### src/rtl/fcounter_pkg.sv
// fcounter_pkg: constants and state type shared by fsynth and fcounter
package fcounter_pkg;
  localparam int F_CLK_DEF = 40000;
  localparam int ACC_W_DEF = 17;
  localparam int FREQ_W = 14;
  typedef enum logic [1:0] {IDLE, RUN, STOPPING} state_t;
endpackage

### src/rtl/fsynth_nco.sv
// fsynth_nco: phase accumulator that strobes toggle whenever the accumulated phase crosses F_CLK
// ports: clk, rst_n (async, active low), clr (zero acc), en (advance), f_act (frequency, 100 Hz units), toggle (comb)
module fsynth_nco
  import fcounter_pkg::*;
#(
  parameter int F_CLK = F_CLK_DEF,
  parameter int ACC_W = ACC_W_DEF
) (
  input  logic              clk,
  input  logic              rst_n,
  input  logic              clr,
  input  logic              en,
  input  logic [FREQ_W-1:0] f_act,
  output logic              toggle
);
  localparam logic [ACC_W-1:0] FC = ACC_W'(F_CLK);
  logic [ACC_W-1:0] acc, s;
  // 2*f_act per clock against F_CLK yields f_act*100 Hz full cycles, remainder carried so no drift
  always_comb begin
    s = acc + ACC_W'({f_act, 1'b0});
    toggle = en && s >= FC;
  end
  always_ff @(posedge clk or negedge rst_n)
    if (!rst_n) acc <= '0;
    else acc <= clr ? '0 : !en ? acc : toggle ? s - FC : s;
endmodule

### src/rtl/fsynth.sv
// fsynth: square-wave frequency synthesizer with burst count and cycle-aligned stop
// ports: clk, rst_n (async, active low); f_in/f_load stage a pending frequency; burst_len (0 = continuous);
//        start/stop strobes; sig square wave; running (not IDLE); done pulse; cyc_cnt completed cycles
module fsynth
  import fcounter_pkg::*;
#(
  parameter int F_CLK = F_CLK_DEF,
  parameter int ACC_W = ACC_W_DEF
) (
  input  logic              clk,
  input  logic              rst_n,
  input  logic [FREQ_W-1:0] f_in,
  input  logic              f_load,
  input  logic [15:0]       burst_len,
  input  logic              start,
  input  logic              stop,
  output logic              sig,
  output logic              running,
  output logic              done,
  output logic [15:0]       cyc_cnt
);
  state_t state, state_nxt;
  logic [FREQ_W-1:0] pend, pend_nxt, f_act;
  logic [15:0] burst, cyc_inc;
  logic go, active, toggle, fall, stopping, fin;
  fsynth_nco #(.F_CLK(F_CLK), .ACC_W(ACC_W)) u_nco (
    .clk(clk), .rst_n(rst_n), .clr(go), .en(active), .f_act(f_act), .toggle(toggle)
  );
  assign running = active;
  always_comb begin
    pend_nxt = f_load ? f_in : pend;
    active = state != IDLE;
    go = state == IDLE && start && !stop;
    fall = toggle && sig;
    cyc_inc = cyc_cnt == 16'hFFFF ? cyc_cnt : cyc_cnt + 16'd1;
    stopping = state == STOPPING || (state == RUN && stop);
    // a stop coinciding with the falling toggle or burst end collapses into one IDLE transition
    fin = active && ((fall && (stopping || (burst != 0 && cyc_inc == burst))) || (stopping && f_act == 0));
    state_nxt = go ? RUN : fin ? IDLE : stopping ? STOPPING : state;
  end
  always_ff @(posedge clk or negedge rst_n)
    if (!rst_n) state <= IDLE;
    else state <= state_nxt;
  always_ff @(posedge clk or negedge rst_n)
    if (!rst_n) begin
      sig <= 1'b0;
      done <= 1'b0;
      cyc_cnt <= '0;
      f_act <= '0;
      pend <= '0;
      burst <= '0;
    end else begin
      sig <= go ? 1'b0 : toggle ? ~sig : sig;
      done <= fin;
      cyc_cnt <= go ? '0 : fall ? cyc_inc : cyc_cnt;
      // new frequency only at the falling edge so no runt pulse appears
      f_act <= (go || fall) ? pend_nxt : f_act;
      pend <= pend_nxt;
      burst <= go ? burst_len : burst;
    end
endmodule

### config.mk
export PLATFORM = sky130hd
export DESIGN_NAME = fsynth
export DESIGN_NICKNAME = d
export VERILOG_FILES = /design/src/rtl/fcounter_pkg.sv /design/src/rtl/fsynth_nco.sv /design/src/rtl/fsynth.sv
export SDC_FILE = /design/constraint.sdc
export NUM_CORES = 1
export LEC_CHECK = 0
export ABC_AREA = 1
export BUFFER_PORTS_ARGS = -buffer_cell sky130_fd_sc_hd__buf_2
export CAP_MARGIN = 20
export CORE_AREA = 2 2 110 101
export CTS_CLUSTER_SIZE = 12
export DETAILED_ROUTE_END_ITERATION = 8
export DIE_AREA = 0 0 112 103
export GPL_ROUTABILITY_DRIVEN = 0
export MAX_ROUTING_LAYER = met4
export PLACE_DENSITY_LB_ADDON = 0.15
export RECOVER_POWER = 100
export SLEW_MARGIN = 20
export SYNTH_ARGS = -nofsm -noshare
export SYNTH_HDL_FRONTEND = slang
export SYNTH_SLANG_ARGS = --single-unit
export TNS_END_PERCENT = 10
### constraint.sdc
create_clock -name clk -period 3.6 [get_ports clk]
set_clock_uncertainty 0.05 [all_clocks]
set_input_delay 0.18 -clock clk [delete_from_list [all_inputs] [get_ports clk]]
set_output_delay 0.18 -clock clk [all_outputs]
set_load 0.1 [all_outputs]
Word-level counts from Yosys, hierarchy flattened

Index checks and enable logic that the tools add are counted.

Output and inout port bits: 19
Register bits: 81
Logic and storage cells: 51
Input bits: 35

$add $sub $neg: 3
Reduce and logical (&&, ||, !) cells: 22
Bitwise operators: 1
$lt $le $gt $ge: 1
Equality and inequality tests: 4
Muxes and demuxes: 12

Operator list:

| cell                                                                | number |
|---|---|
| 2-to-1 mux 17 bit                                                   | 3 |
| 2-to-1 mux 16 bit                                                   | 3 |
| adder 17 x 15 -> 17 bit                                             | 1 |
| greater-or-equal comparator 17 x 16 -> 1 bit, second input constant | 1 |
| subtractor 17 x 16 -> 17 bit, second input constant                 | 1 |
| adder 16 x 1 -> 16 bit, second input constant                       | 1 |
| equality test 16 bit                                                | 1 |
| equality test 16 bit, second input constant                         | 1 |
| nonzero test 16 bit                                                 | 1 |
| zero test 14 bit                                                    | 1 |
| 2-to-1 mux 14 bit                                                   | 1 |
| logical AND 1 bit                                                   | 9 |
| nonzero test 2 bit                                                  | 4 |
| 2-to-1 mux 2 bit                                                    | 3 |
| logical OR 1 bit                                                    | 4 |
| nonzero test 3 bit                                                  | 1 |
| equality test 2 x 1 -> 1 bit, second input constant                 | 1 |
| equality test 2 bit, second input constant                          | 1 |
| zero test 2 bit                                                     | 1 |
| 2-to-1 mux 1 bit                                                    | 2 |
| zero test 1 bit                                                     | 1 |
| inverter 1 bit                                                      | 1 |

Logic depth before layout (Yosys ltp)

Depth after elaboration: 10
Mapped depth: 22
Mapped depth without buffers: 21

By module

A second synthesis with hierarchy kept.

Cell total of the unflattened synthesis: 747
Area, all modules: 5246.3 um2

By module, submodules not included:

| module     | cells each | times used | area an instance (um2) |
|---|---|---|---|
| fsynth     | 413        | 1          | 3303.2 |
| fsynth_nco | 334        | 1          | 1943.1 |

Worst setup path after synthesis

No wires, ideal clock.

Kind: register to register
Start point: reg cyc_cnt[0]
End point: reg state[0]
Cell stages (with the launch flop): 17
Library setup time: 0.130 ns
Arrival: 2.847 ns
Slack: 0.574 ns
Required time: 3.420 ns
Buffers on the path: 1
Cells stage by stage: dfrtp_1 -> ha_1 -> nand2_1 -> nor2_2 -> nand2_1 -> nor2_2 -> inv_2 -> buf_2 -> nand2_1 -> xnor2_1 -> nand3_1 -> nor2_1 -> nand3_1 -> nand2_1 -> nand4_1 -> nand2_1 -> nand2_1

Longest elaborated chain between the ends: 10

Ends and longest elaborated chain:

| element                                                               | RTL line     | text |
|---|---|---|
| start: declaration                                                    | fsynth.sv:20 | `output logic [15:0] cyc_cnt` |
| start signal: assignment                                              | fsynth.sv:55 | `cyc_cnt <= go ? '0 : fall ? cyc_inc : cyc_cnt;` |
| adder 16 x 1 -> 16 bit / equality test 16 bit (equally long branches) | fsynth.sv:35 | `cyc_inc = cyc_cnt == 16'hFFFF ? cyc_cnt : cyc_cnt + 16'd1;` |
| 2-to-1 mux 16 bit *                                                   | fsynth.sv:35 |  |
| equality test 16 bit *                                                | fsynth.sv:38 | `fin = active && ((fall && (stopping \|\| (burst != 0 && cyc_inc == burst))) \|\| (stopping && f_act == 0));` |
| logical AND 1 bit *                                                   | fsynth.sv:38 |  |
| logical OR 1 bit *                                                    | fsynth.sv:38 |  |
| logical AND 1 bit *                                                   | fsynth.sv:38 |  |
| logical OR 1 bit *                                                    | fsynth.sv:38 |  |
| logical AND 1 bit *                                                   | fsynth.sv:38 |  |
| 2-to-1 mux 2 bit (2 in series)                                        | fsynth.sv:39 | `state_nxt = go ? RUN : fin ? IDLE : stopping ? STOPPING : state;` |
| end signal: assignment                                                | fsynth.sv:43 | `else state <= state_nxt;` |
| end: declaration                                                      | fsynth.sv:22 | `state_t state, state_nxt;` |

Every way passes the cells marked *; elsewhere a longest branch is shown, timed or not.
A chain may end at the register's enable or synchronous reset.

Worst setup path after layout

Start point: reg f_act[0]
End point: reg f_act[10]

Longest elaborated chain between the ends: 5

Ends and longest elaborated chain:

| element                                      | RTL line         | text |
|---|---|---|
| start: declaration                           | fsynth.sv:23     | `logic [FREQ_W-1:0] pend, pend_nxt, f_act;` |
| start signal: assignment                     | fsynth.sv:57     | `f_act <= (go \|\| fall) ? pend_nxt : f_act;` |
| adder 17 x 15 -> 17 bit                      | fsynth_nco.sv:20 | `s = acc + ACC_W'({f_act, 1'b0});` |
| greater-or-equal comparator 17 x 16 -> 1 bit | fsynth_nco.sv:21 | `toggle = en && s >= FC;` |
| logical AND 1 bit                            | fsynth_nco.sv:21 |  |
| logical AND 1 bit                            | fsynth.sv:34     | `fall = toggle && sig;` |
| logical OR 1 bit                             | fsynth.sv:57     |  |

No other way between the ends.

==> flow_metrics.tcl <==
set metrics [dict create \
    drive_above_1_share_pct 12.2 \
    drt_wl_total_mm 13.1 \
    maxClockFrequency_mhz 295 \
    crit_required_ps 3820 \
    grt_pass1_wl_mm 21.7 \
    die_h_um 103 \
    ctsLongestPathBuffers 2 \
    synth_cell_type_count 36 \
    reg2reg_depth 20 \
    syn_to_final_growth_pct 15.2 \
    hold_path_depth 3 \
    critical_path_buf_inv_count 0 \
    hold_violations 0 \
    core_um2 10500 \
    rr_endpoint "f_act[10]$_DFFE_PN0P_" \
    setup_viol 0 \
    slew_headroom_pct -30.4 \
    grt_antenna_before_repair 0 \
    fin_crit_sh_pct 94.3 \
    via_count 4812 \
    clkLatencyLatePin_ps 330 \
    crit_arrival_ps 3620 \
    slowest_delay_ps 420 \
    grt_overflow 0 \
    wire_per_inst_um 14.2 \
    status "finished with violations" \
    hp-start "burst_len[14]" \
    yosysSeqAreaShare_pct 38.5 \
    cp-startpoint "f_act[0]$_DFFE_PN0P_" \
    grt_usage_pct 24.3 \
    dp_hpwl_mm 9.70 \
    cp-start-kind "flip-flop" \
    maxCapViolations 1 \
    drc 0 \
    synth_top_cell_by_area "dfrtp_1" \
    synth_common_cells "270 x nand2_1, 80 x dfrtp_1, 78 x inv_1, 61 x nand3_1, 50 x nor2_1" \
    synth_top_area_share_pct 38.5 \
    viasPerCell 5.20 \
    critPathMostFrequentCell "nand2_1" \
    post_cts_buffers 0 \
    ys_seq_elements 80 \
    synth_warnings 0 \
    n_fill_cell 1021 \
    reg2reg_slack_ps 200 \
    r2r-start "f_act[0]$_DFFE_PN0P_" \
    design_area_um2 6000 \
    syn_inst 723 \
    grt_pass1_vias 4367 \
    placed_cell_area_um2 5570 \
    io_pins 54 \
    diodes 0 \
    violations "capacitance limit, slew limit" \
    multi_input_area_um2 2810 \
    path_class "flip-flop to flip-flop" \
    yosys-top-cells-area "dfrtp_1 38%, nand2_1 19%, nand3_1 5.9%, inv_1 5.6%, ha_1 4.1%" \
    syn_area_um2 5210 \
    ant_nets 0 \
    final_util_pct 56.9 \
    grt_max_degree 81 \
    fin_nets 840 \
    ctsRootBufferMaster "clkbuf_16" \
    numCtsBuffers 9 \
    start_util_pct 49.4 \
    tightest_slew_ps 1960 \
    synth_edf_count 0 \
    crit_path_cell_trace "ha_1, fa_1, nand2_1, nand2_2, nand3b_2, nand3b_1, nand2_1, ha_1, nand3_1, nor2_1, nand3_1, nor2_1, nand2_1, nor2_1, nand2_1, nand4_2, nand3_4, nand2_4, nand2_1, nand2_1" \
    synth_ff_type "dfrtp_1" \
    cts_tree "yes" \
    drtIter0Drc 294 \
    min_to "burst[14]$_DFFE_PN0P_" \
    avgSynthCellArea_um2 7.20 \
    slowest_stage "fa_1" \
    critPathCaptureType "flip-flop" \
    syn_nets 776 \
    port_buffers 53 \
    min_period_ps 3400 \
    htree_num_levels 3 \
    dieArea_um2 11500 \
    cts_sinks 80 \
    synth-async-reset-ratio_pct 100 \
    cts.clk_slew.worst_paths_ps 60 \
    dr.pass1.iters 5 \
    die_x_um 112 \
    path_delay_family "simple AND/OR/NAND/NOR gates" \
    crit_fanout 18 \
    rsz0062_at_grt "true" \
    synth_most_common_cell "nand2_1" \
    maxSlewViolCount 81 \
    holdCritPathClass "input port to flip-flop" \
    regArea_um2 2000 \
    placementRows 36 \
]
## registers in the layout (all words and copies together) (netlist names)
register,flops
cyc_cnt,16
burst,16
sig,1
done,1
state,2
f_act,14
u_nco.acc,16
pend,14
## tightest hold or removal path: stages
cell and delay (ps):
buf_2 80, nand2_1 40, nand2_1 50
## cells by family (layout without fill, tap and decap cells)
kind of cell             Yosys count  count (layout)  share of synthesized area, %
multiplexers                      14              14                          3.03
buffers and inverters             98             166                          7.88
AO/OA/AOI/OAI                     57              57                          6.66
XOR/XNOR                          18              18                          3.03
flip-flops                        80              80                          38.5
AND/OR/NAND/NOR                  438             439                          36.5
adder cells (fa/ha/maj)           18              18                          4.47
## metal layers
metal  GRT usage [%]  vias up  part of all wire [%]
met5               -        -                     0
met4            5.35        0                   1.2
met3            5.53       14                   5.5
met2            34.9      133                    42
met1            35.4     2228                    52
li1                -     2437                     -
## per-stage QoR
stage / worst slack [ps] / cells / setup TNS (ps) / hold WS, ps
4_1_cts: 123 / 923 / 0 / 1.44
6_report: 204 / 925 / 0 / 2.39
3_3_place_gp: 296 / 896 / 0 / 324
3_5_place_dp: 158 / 896 / 0 / 331
5_1_grt: -77.9 / 925 / -933 / 3.93
2_1_floorplan: 574 / 723 / 0 / -166
## layout by cell type (no fill, tap or decap), types with 7 or more instances in the layout
cell	Yosys	routed
o21ai_0	21	21
clkbuf_16	0	9
buf_2	4	34
mux2_1	0	9
a21oi_1	15	15
dlygate4sd3_1	0	12
xor2_1	11	11
nand3_1	61	61
ha_1	17	17
o21ai_2	14	14
nand3b_1	8	8
clkbuf_1	9	20
dfrtp_1	80	80
nand4_1	14	14
nor2_1	50	50
nand2_2	13	12
nand2_1	270	271
xnor2_1	7	7
inv_1	78	78
## timing repair
| action | 4_1_cts | 5_1_grt |
|---|---|---|
| gates resized for setup | 0 | 2 |
| hold buffers | 11 | 1 |
| hold endpoints to repair | 11 | 80 |
| setup endpoints to repair | 0 | 24 |
## worst max path at each step
stage / slack (ps) / cells after the start / to
global placement: 300 / 20 / f_act[1]$_DFFE_PN0P_
global route: -80 / 20 / f_act[8]$_DFFE_PN0P_
detailed placement: 160 / 20 / f_act[1]$_DFFE_PN0P_
finish: 200 / 20 / f_act[10]$_DFFE_PN0P_
CTS: 120 / 20 / f_act[1]$_DFFE_PN0P_
floorplan: 570 / 16 / state[0]$_DFFE_PN0P_
## layout make-up
class | count | area share [%]
sequential | 80 | 33.4
clock inverter | 6 | 1.54
clock buffer | 10 | 3.82
timing repair buffer | 70 | 6.61
inverter | 80 | 5.03
tap | 133 | 2.77
multi-input combinational | 546 | 46.9
Power is not shown: default switching activity piles up to over one toggle a cycle in this logic, so the estimate is an artifact.
